### src/rtl/seg_disp_ctrl.sv
// seg_disp_ctrl: register-mapped digit buffer for the 7-segment scanner.
// Hex or double-dabble decimal load, leading-zero blanking and blink.
module seg_disp_ctrl #(
  parameter int DIGITS   = 8,
  parameter int IN_CLOCK = 50_000_000,
  parameter int BLINK_HZ = 2
) (
  input  logic        clk,
  input  logic        rst,
  input  logic [2:0]  addr,
  input  logic [7:0]  wdata,
  input  logic        we,
  input  logic        re,
  output logic [7:0]  rdata,
  output logic [31:0] dig,
  output logic [7:0]  dig_en,
  output logic        busy
);

  typedef enum logic [1:0] {IDLE, CONV, LOAD} state_t;

  localparam int HALF    = IN_CLOCK / (2 * BLINK_HZ);
  localparam int PRE_MAX = (HALF > 1) ? HALF - 1 : 0;

  state_t      state, state_nx;
  logic [15:0] bin;
  logic [19:0] bcd, bcd_adj;
  logic [4:0]  cnt;
  logic [7:0]  bin_l, blink, enable, lz, rd_mux;
  logic [1:0]  mode;
  logic        err, phase, seen;
  logic [31:0] pre;
  logic        wr_binh, wr_dig, start, set_err;

  assign busy    = (state != IDLE);
  assign wr_binh = we && (addr == 3'd1);
  assign wr_dig  = we && (addr == 3'd6);
  assign start   = wr_binh && !busy;
  assign set_err = busy && (wr_binh || wr_dig);

  always_comb begin
    state_nx = state;
    unique case (state)
      IDLE: if (start) state_nx = mode[0] ? CONV : LOAD;
      CONV: if (cnt == 5'd15) state_nx = LOAD;
      LOAD: state_nx = IDLE;
      default: state_nx = IDLE;
    endcase
  end

  always_comb begin
    bcd_adj = bcd;
    for (int i = 0; i < 5; i++)
      if (bcd[4*i +: 4] >= 4'd5)
        bcd_adj[4*i +: 4] = bcd[4*i +: 4] + 4'd3;
  end

  // hex loads go straight into bcd so LOAD has one source
  always_ff @(posedge clk) begin
    if (!rst) begin
      state <= IDLE;
      bin   <= '0;
      bcd   <= '0;
      cnt   <= '0;
    end else begin
      state <= state_nx;
      unique case (state)
        IDLE: if (start) begin
          bin <= {wdata, bin_l};
          cnt <= '0;
          bcd <= mode[0] ? 20'h0 : {4'h0, wdata, bin_l};
        end
        CONV: begin
          {bcd, bin} <= {bcd_adj[18:0], bin, 1'b0};
          cnt        <= cnt + 5'd1;
        end
        default: ;
      endcase
    end
  end

  always_ff @(posedge clk) begin
    if (!rst) begin
      dig <= '0;
    end else if (state == LOAD) begin
      dig <= {12'h0, bcd};
    end else if (wr_dig && !busy && int'(wdata[6:4]) < DIGITS) begin
      dig[{wdata[6:4], 2'b00} +: 4] <= wdata[3:0];
    end
  end

  always_ff @(posedge clk) begin
    if (!rst) begin
      bin_l  <= '0;
      mode   <= '0;
      blink  <= '0;
      enable <= 8'hFF;
    end else if (we) begin
      unique case (1'b1)
        (addr == 3'd0): bin_l  <= wdata;
        (addr == 3'd2): mode   <= wdata[1:0];
        (addr == 3'd3): blink  <= wdata;
        (addr == 3'd4): enable <= wdata;
        default: ;
      endcase
    end
  end

  // a new error wins over a clearing STATUS read
  always_ff @(posedge clk) begin
    if (!rst)
      err <= 1'b0;
    else if (set_err)
      err <= 1'b1;
    else if (re && addr == 3'd5)
      err <= 1'b0;
  end

  always_ff @(posedge clk) begin
    if (!rst) begin
      pre   <= '0;
      phase <= 1'b0;
    end else if (pre == 32'(PRE_MAX)) begin
      pre   <= '0;
      phase <= ~phase;
    end else begin
      pre <= pre + 32'd1;
    end
  end

  always_comb begin
    rd_mux = 8'h00;
    unique case (1'b1)
      (addr == 3'd0): rd_mux = bin_l;
      (addr == 3'd2): rd_mux = {6'b0, mode};
      (addr == 3'd3): rd_mux = blink;
      (addr == 3'd4): rd_mux = enable;
      (addr == 3'd5): rd_mux = {5'b0, err, phase, busy};
      default: rd_mux = 8'h00;
    endcase
  end

  always_ff @(posedge clk) begin
    if (!rst)
      rdata <= '0;
    else if (re)
      rdata <= rd_mux;
  end

  always_comb begin
    lz   = '0;
    seen = 1'b0;
    for (int i = 7; i >= 0; i--) begin
      seen  = seen | (dig[4*i +: 4] != 4'h0);
      lz[i] = mode[1] & ~seen & (i != 0);
    end
  end

  always_comb begin
    dig_en = '0;
    for (int i = 0; i < 8; i++)
      dig_en[i] = enable[i] & ~(blink[i] & phase)
                & ~lz[i] & (i < DIGITS);
  end

endmodule

### config.mk
export PLATFORM = sky130hd
export DESIGN_NAME = seg_disp_ctrl
export DESIGN_NICKNAME = d
export VERILOG_FILES = /design/src/rtl/seg_disp_ctrl.sv
export SDC_FILE = /design/constraint.sdc
export NUM_CORES = 1
export LEC_CHECK = 0
export CAP_MARGIN = 20
export CORE_MARGIN = 2
export CORE_UTILIZATION = 55
export DETAILED_ROUTE_END_ITERATION = 7
export GPL_TIMING_DRIVEN = 0
export PLACE_DENSITY = 0.87
export RECOVER_POWER = 100
export SYNTH_ARGS = -nofsm -noshare
export SYNTH_HDL_FRONTEND = slang
export SYNTH_SLANG_ARGS = --single-unit
### constraint.sdc
create_clock -name clk -period 2.7 [get_ports clk]
set_input_delay 0.54 -clock clk [delete_from_list [all_inputs] [get_ports clk]]
set_output_delay 0.54 -clock clk [all_outputs]
set_load 0.01 [all_outputs]
Yosys cells after proc, flatten, opt, wreduce, memory -nomap -nowiden
Cells that the tools add are included.

word-level totals
  output and inout port bits = 49
  bits in registers = 143
  input bits = 15
  logic and storage cells = 152

cells by class
  reduce and logical (&&, ||, !) cells = 29
  eq/ne operators = 12
  add/sub/neg operators = 8
  order comparisons = 5
  multiplexer cells = 22
  bitwise logic cells = 60
  shifts and indexed selects = 2

operator list
  cell                      number
  $mux W20                  3
  $pmux W20 S2              1
  $pmux W8 S5               1
  $add A32 B1 Y32 const B   1
  $bwmux W32                1
  $eq A32 B24 Y1 const B    1
  $mux W16                  2
  $pmux W16 S2              1
  $shift A4 B7 Y32 const A  1
  $shiftx A4 B7 Y32         1
  $and A1 B1 Y1             30
  $reduce_bool A4 Y1        7
  $not A1 Y1                24
  $ge A4 B3 Y1 const B      5
  $add A4 B2 Y4 const B     4
  $mux W4                   4
  $reduce_and A2 Y1         6
  $pmux W5 S2               1
  $eq A3 B3 Y1 const B      3
  $reduce_bool A2 Y1        4
  $neg A5 Y7                1
  $eq A3 B2 Y1 const B      2
  $logic_and A1 B1 Y1       6
  $mux W2                   3
  17 further kinds          25

Logic depth before layout (Yosys ltp)
Gate-level depths: netlist (run 1).

  depth in word-level cells = 11
  mapped depth = 8
  depth with buffers taken out = 7

Least setup slack after synthesis (run 1)
No wires, ideal clock.

  path type = in2reg
  from = input port wdata[4]
  to = register dig[0]
  stages on the path = 8
  setup slack = 0.415 ns
  library setup time = 0.133 ns
  data arrival time = 2.152 ns
  path buffers = 1
  required time = 2.567 ns
  cells stage by stage = clkbuf_1 -> inv_1 -> ha_1 -> ha_1 -> nor4b_1 -> nand4_1 -> mux2i_1 -> a21oi_1

between the ends
  word-level cells in the longest chain between the ends = 5
  elaborated cells on any way between the ends = 6
  classes of those cells = add/sub (1); shift (2); mux (3)

ends and longest elaborated chain
  element                                                       line  RTL
  start: declaration                                            11    input logic [7:0] wdata,
  $neg A5 Y7 (*)                                                88    dig[{wdata[6:4], 2'b00} +: 4] <= wdata[3:0];
  $shiftx A4 B7 Y32 / $shift A4 B7 Y32 (equally long branches)  88
  $bwmux W32 (*)                                                88
  $mux W20 (*)                                                  87    end else if (wr_dig && !busy && int'(wdata[6:4]) < DIGITS) begin
  $mux W20 (*)                                                  85    end else if (state == LOAD) begin
  end signal: assignment                                        86    dig <= {12'h0, bcd};
  end signal: indexed assignment                                88
  end: declaration                                              15    output logic [31:0] dig,

Every way passes the cells marked *; elsewhere a longest branch is shown, timed or not. The select of a mux whose other input is x is not followed.
A chain may end at the register's enable or synchronous reset.

Final worst setup path (run 1)
  from = register dig[12]
  to = output port dig_en[1]

between the ends
  word-level cells in the longest chain between the ends = 8

ends and longest elaborated chain
  element                    line  RTL
  $reduce_bool A4 Y1         154   seen = seen | (dig[4*i +: 4] != 4'h0);
  $or A1 B1 Y1 (3 in a row)  154
  $not A1 Y1                 155   lz[i] = mode[1] & ~seen & (i != 0);
  $and A1 B1 Y1              155
  $not A1 Y1                 163   & ~lz[i] & (i < DIGITS);
  $and A1 B1 Y1              163
  end: declaration           16    output logic [7:0] dig_en,

Every way passes these cells.

==> results.py, run 1 <==
metrics = {
    "timing": {
        "timing.fmax_mhz": 384,
        "slew_headroom": 0.385,
        "setup_violations": 0,
        "whs_ns": 0.480,
        "timing.setup.tns_ns": 0,
        "maxSlewViolCount": 0,
        "tightest_slew_ns": 0.917,
        "rsz0062_at_grt": "no",
        "period_needed_ns": 2.61,
        "setup_ws_ns": 0.0936,
        "hold_viol_final": 0,
        "skew_ns": 0.00570,
        "fin_crit_sh": 0.965,
    },
    "die": {
        "core_um2": 12000,
        "die_height_um": 115,
        "ioPinCount": 64,
        "die-area_um2": 13100,
        "row_count": 40,
        "die_width_um": 115,
        "start_util": 0.563,
    },
    "logic_synthesis": {
        "ys.flop_type": "dfxtp_1",
        "synth.most_common_cell": "dfxtp_1",
        "syn_avg_cell_area_um2": 8.38,
        "yosysUniqueCellTypes": 61,
        "syn_inst": 803,
        "synth_common_cells": "dfxtp_1 (143), nor2_1 (96), nand2_1 (88)",
        "ys_ff_latch": 143,
        "synth_nets": 834,
        "async_flop_share": 0,
        "synth_top_area_frac": 0.425,
        "yosysTopAreaCell": "dfxtp_1",
        "synth_seq_area_share": 0.425,
        "synth_edf_count": 0,
        "syn_area_um2": 6730,
        "ys_warn_count": 0,
        "netlist_top_cells_area": "dfxtp_1 (43%), mux2i_1 (5.9%), a21oi_1 (5.5%)",
    },
    "final_layout": {
        "layout.nets": 916,
        "final_core_util": 0.681,
        "area_delta_synth_final_pct": 21.0,
        "regArea_um2": 2860,
        "layout-drive-gt1-share": 0.0646,
        "multiInputGateArea_um2": 3640,
        "fillers": 925,
        "diodes": 0,
    },
    "place": {
        "gp_congestion": 0.935,
        "hpwl_um": 13000,
        "port_buffers": 62,
        "dp_worst_setup_slack_ns": -0.260,
    },
    "global_route": {
        "grt_pass1_wl_um": 30000,
        "grt_util_all_layers": 0.295,
        "grt_antenna_before_repair": 0,
        "grt_pass1_vias": 5803,
        "grt_max_degree": 17,
        "grt_overflow": 0,
    },
    "run_status": {
        "status": "finished, final reports clean",
    },
    "critical_path": {
        "crit_arrival_ns": 2.07,
        "critPathSlowestCell": "nor4_1",
        "critPathMaxStageDelay_ns": 0.47,
        "cp_max_fo": 3,
        "setup.worst_path.end_class": "output port",
        "cp_data_required_time_ns": 2.16,
        "worst-setup-path-type": "reg -> out",
        "startpoint_type": "flip-flop",
        "crit_path_cell_trace": "nor4_1 > nand2_1 > nor3_2 > a21oi_1 > dlygate4sd2_1",
    },
    "power_and_ir_drop": {
        "p_int_mw": 3.72,
        "comb_power_share": 0.066,
        "swShare": 0.236,
        "power_frac_seq": 0.449,
        "p_leak_nw": 3.34,
        "p_switching_mw": 1.15,
        "pwr-share-clk": 0.485,
        "max-vdd-ir-drop_mv": 0.500,
        "p_per_area_nw_per_um2": 598,
    },
    "drt": {
        "via_per_inst": 6.14,
        "routedWlPerCell_um": 18.0,
        "drtIter0Drc": 741,
        "firstDrtPassIters": 6,
        "wirelength_um": 18800,
        "routed-via-count": 6418,
        "detail-route-antenna-nets": 0,
        "drc": 0,
    },
    "flow_run": {
        "maxCapViolations": 0,
    },
    "clock_network": {
        "clock_sinks": 143,
        "cts_buffers": 17,
        "cts_tree": "done",
        "root_buffer": "clkbuf_16",
        "clockBufferDepth": 2,
        "clkTransAtPathRegs_ns": 0.06,
        "clock_latency_ns": 0.42,
        "ctsHtreeMaxLevel": 4,
    },
    "hold_path": {
        "min_path_type": "reg -> reg",
    },
}
[worst paths after layout]
path	startpoint	to	slack, ns	cells past startpoint
max	dig[12]$_SDFFE_PN0P_	dig_en[1]	0.09	5
max reg2reg	pre[0]$_SDFF_PP0_	pre[22]$_SDFF_PP0_	0.14	7
min	blink[0]$_SDFFE_PN0P_	blink[0]$_SDFFE_PN0P_	0.48	2
min reg2reg	blink[0]$_SDFFE_PN0P_	blink[0]$_SDFFE_PN0P_	0.48	2
[state kept, by name, summed over array words and instances (netlist names)]
register,cells
bcd,20
bin,16
bin_l,8
blink,8
cnt,5
dig,32
enable,8
err,1
mode,2
phase,1
pre,32
rdata,8
state,2
[critical path: cells and delay by family (launching register included)]
family                 cells  cell delay [ns]
AND/OR/NAND/NOR            3             0.86
flip-flops                 1             0.32
buffers and inverters      1             0.32
AO/OA/AOI/OAI              1             0.14
[area by class of cell]
| cell class | count | share of cell area |
|---|---|---|
| clock buffers | 22 | 0.0594 |
| flip-flops and latches | 143 | 0.351 |
| clock inverters | 10 | 0.0134 |
| repair buffers | 63 | 0.0771 |
| well taps | 147 | 0.0226 |
| inverters | 23 | 0.0106 |
| plain buffers | 41 | 0.0195 |
| multi-input cells | 596 | 0.446 |
[timing repair]
| action | in CTS | in global routing |
|---|---|---|
| setup buffers | 0 | 1 |
| pin swaps | 1 | 2 |
| gates resized for setup | 8 | 2 |
| hold buffers | 0 | 0 |
| endpoints found under the setup margin | 3 | 3 |
| cloned | 0 | 0 |
[through the flow]
stage / power, mW / std cells / instance area [um2]
after CTS: 4.87 / 1044 / 8160
after detailed placement: 2.55 / 1012 / 7540
after floorplan: 2.41 / 803 / 6730
after global placement: 2.54 / 1012 / 7540
final: 4.87 / 1045 / 8150
after global routing: 5.00 / 1045 / 8150
[power by group through the flow]
| stage | combinational, mW | clock, mW | sequential, mW |
|---|---|---|---|
| after detailed placement | 0.317 | 0 | 2.23 |
| after global placement | 0.310 | 0 | 2.23 |
| final | 0.321 | 2.36 | 2.19 |
| after CTS | 0.320 | 2.37 | 2.19 |
| after global routing | 0.346 | 2.46 | 2.19 |
| after floorplan | 0.181 | 0 | 2.23 |
[metal layers]
layer | vias to the layer above | wire length, um | GRT usage
met5 | - | 0 | 0
met3 | 61 | 1890 | 0.0768
met2 | 362 | 8220 | 0.444
li1 | 3036 | - | -
met1 | 2959 | 8090 | 0.410
met4 | 0 | 558 | 0.102
[cells by family after synthesis]
logic type               after synthesis  synth area share
buffers and inverters                 64            0.0372
XOR/XNOR                              37            0.0481
multiplexers                          43            0.0645
AND/OR/NAND/NOR                      303             0.223
adder cells (fa/ha/maj)               16            0.0297
AO/OA/AOI/OAI                        197             0.172
flip-flops                           143             0.425
[cell usage in the layout (no fill, tap or decap), types with 5 or more instances in the layout]
cell type,instances
nor2_1,96
clkinv_2,5
xnor2_1,12
clkbuf_16,17
o22ai_1,17
ha_1,16
nand4_1,15
o21ai_0,55
dfxtp_1,143
xor2_1,25
clkdlybuf4s50_1,13
dlygate4sd3_1,46
nor4_1,6
nor4_2,5
and3_1,6
mux2i_1,40
a222oi_1,6
a21oi_1,74
clkbuf_1,37
inv_1,18
nand3_1,29
nand2b_1,9
nand2_1,89
nor3_1,13
a22oi_1,24
No activity file was read; power rests on OpenSTA's default activity.
==> run 2: changes to the inputs <==
- clock period: 2.7 -> 2.4 ns (I/O delays scaled with it)
==> results.py, run 2 (synthesized netlist as in run 1, its figures left out) <==
metrics = {
    "flow_run": {
        "maxCapViolations": 0,
    },
    "global_route": {
        "grt_max_degree": 17,
        "grt_util_all_layers": 0.297,
        "grt_pass1_wl_um": 30200,
        "grt_pass1_vias": 5895,
        "grt_antenna_before_repair": 0,
        "grt_overflow": 0,
    },
    "timing": {
        "timing.fmax_mhz": 420,
        "maxSlewViolCount": 0,
        "fin_crit_sh": 0.991,
        "skew_ns": 0.00721,
        "tightest_slew_ns": 0.885,
        "slew_headroom": 0.406,
        "period_needed_ns": 2.38,
        "setup_violations": 0,
        "hold_viol_final": 0,
    },
    "final_layout": {
        "area_delta_synth_final_pct": 22.4,
        "multiInputGateArea_um2": 3720,
        "layout-drive-gt1-share": 0.0844,
        "layout_commonest_cell": "dfxtp_1",
        "fillers": 904,
        "layout_common_cells": "dfxtp_1 (141), nor2_1 (95), nand2_1 (88)",
        "regArea_um2": 2870,
        "diodes": 0,
        "top_regs": "dig x32, pre x32, bcd x20",
        "layout.nets": 918,
        "final_core_util": 0.689,
    },
    "power_and_ir_drop": {
        "p_per_area_nw_per_um2": 666,
        "p_leak_nw": 3.39,
        "max-vdd-ir-drop_mv": 0.566,
        "power_mw": 5.49,
    },
    "clock_network": {
        "root_buffer": "clkbuf_16",
        "clock_sinks": 143,
        "cts_tree": "done",
        "clockBufferDepth": 2,
        "cts_buffers": 17,
        "clock_latency_ns": 0.43,
        "ctsHtreeMaxLevel": 4,
        "clkTransAtPathRegs_ns": 0.06,
    },
    "place": {
        "hpwl_um": 13000,
        "gp_congestion": 0.935,
        "port_buffers": 62,
    },
    "critical_path": {
        "worst-setup-path-type": "reg -> out",
        "r2r_slack_ns": 0.16,
        "timing.rr.end": "pre[30]$_SDFF_PP0_",
        "reg2reg_from": "pre[0]$_SDFF_PP0_",
        "reg2reg_depth": 6,
        "cp_data_required_time_ns": 1.92,
        "cp_max_fo": 3,
        "startpoint_type": "flip-flop",
        "crit_arrival_ns": 1.90,
        "setup.worst_path.end_class": "output port",
    },
    "hold_path": {
        "min_path_type": "reg -> reg",
        "whs_endpoint": "blink[0]$_SDFFE_PN0P_",
        "holdPathStages": 2,
        "hold_start": "blink[0]$_SDFFE_PN0P_",
    },
    "drt": {
        "firstDrtPassIters": 7,
        "via_per_inst": 6.18,
        "wirelength_um": 19200,
        "drtIter0Drc": 813,
        "routedWlPerCell_um": 18.4,
        "routed-via-count": 6470,
        "drc": 0,
        "detail-route-antenna-nets": 0,
    },
    "die": {
        "ioPinCount": 64,
        "row_count": 40,
        "core_um2": 12000,
        "die-area_um2": 13100,
        "die_height_um": 115,
        "die_width_um": 115,
        "start_util": 0.563,
    },
    "run_status": {
        "status": "finished, final reports clean",
    },
}
## run 2: changes by cell type in the layout (fill, tap and decap cells not counted), sizes merged
cell           change
dlymetal6s2s       +1
clkdlybuf4s15      +1
buf                +5
dlygate4sd3        -5
## run 2: what timing repair did
item,in CTS,in global routing
resized for setup,19,18
cloned,0,0
setup endpoints to repair,11,14
hold buffers,0,0
pin swaps,4,3
setup buffers,2,2
## run 2: final cells by class
type | instances | area share
Multi-Input combinational cell | 596 | 0.451
Sequential cell | 143 | 0.348
Timing Repair Buffer | 66 | 0.0771
Clock buffer | 22 | 0.0588
Tap cell | 147 | 0.0223
Buffer | 40 | 0.0194
Clock inverter | 10 | 0.0132
Inverter | 23 | 0.0105
## run 2: layer usage
metal | share of wire | GRT usage | vias to the layer above | wire [um]
met5 | 0 | 0 | - | 0
met2 | 0.43 | 0.441 | 360 | 8300
met3 | 0.099 | 0.0852 | 66 | 1900
met1 | 0.43 | 0.404 | 3006 | 8310
li1 | - | - | 3038 | -
met4 | 0.037 | 0.126 | 0 | 721
## run 2: how the worst max path moves through the flow
stage / slack [ns] / from / cells past startpoint / to
2_1_floorplan: 0.18 / wdata[4] / 8 / dig[0]$_SDFFE_PN0P_
3_3_place_gp: -0.45 / wdata[5] / 8 / dig[1]$_SDFFE_PN0P_
3_5_place_dp: -0.50 / wdata[5] / 8 / dig[3]$_SDFFE_PN0P_
4_1_cts: -0.04 / dig[8]$_SDFFE_PN0P_ / 4 / dig_en[2]
5_1_grt: -0.06 / dig[31]$_SDFFE_PP0P_ / 6 / dig_en[1]
6_report: 0.02 / dig[31]$_SDFFE_PP0P_ / 6 / dig_en[1]
## run 2: critical path, cell delays in order (launching register included)
cell	delay (ns)
dfxtp_2	0.35
nor4_4	0.30
and2_4	0.21
nand3_4	0.08
nor3_4	0.26
a21oi_2	0.09
buf_2	0.17
## run 2: report_power, final
group | internal (mW) | switching, mW
logic | 0.137 | 0.234
clock network | 1.63 | 1.02
registers | 2.42 | 0.0449
total | 4.19 | 1.30
## run 2: through the flow
stage / hold slack [ns] / cell area (um2) / TNS, ns / std cells / setup slack (ns)
floorplan: 0.441 / 6730 / 0 / 803 / 0.175
global placement: 0.453 / 7540 / -9.80 / 1012 / -0.452
detailed placement: 0.467 / 7540 / -15.04 / 1012 / -0.500
CTS: 0.476 / 8200 / -0.0844 / 1046 / -0.0440
global route: 0.477 / 8240 / -0.188 / 1047 / -0.0562
finish: 0.478 / 8240 / 0 / 1047 / 0.0212
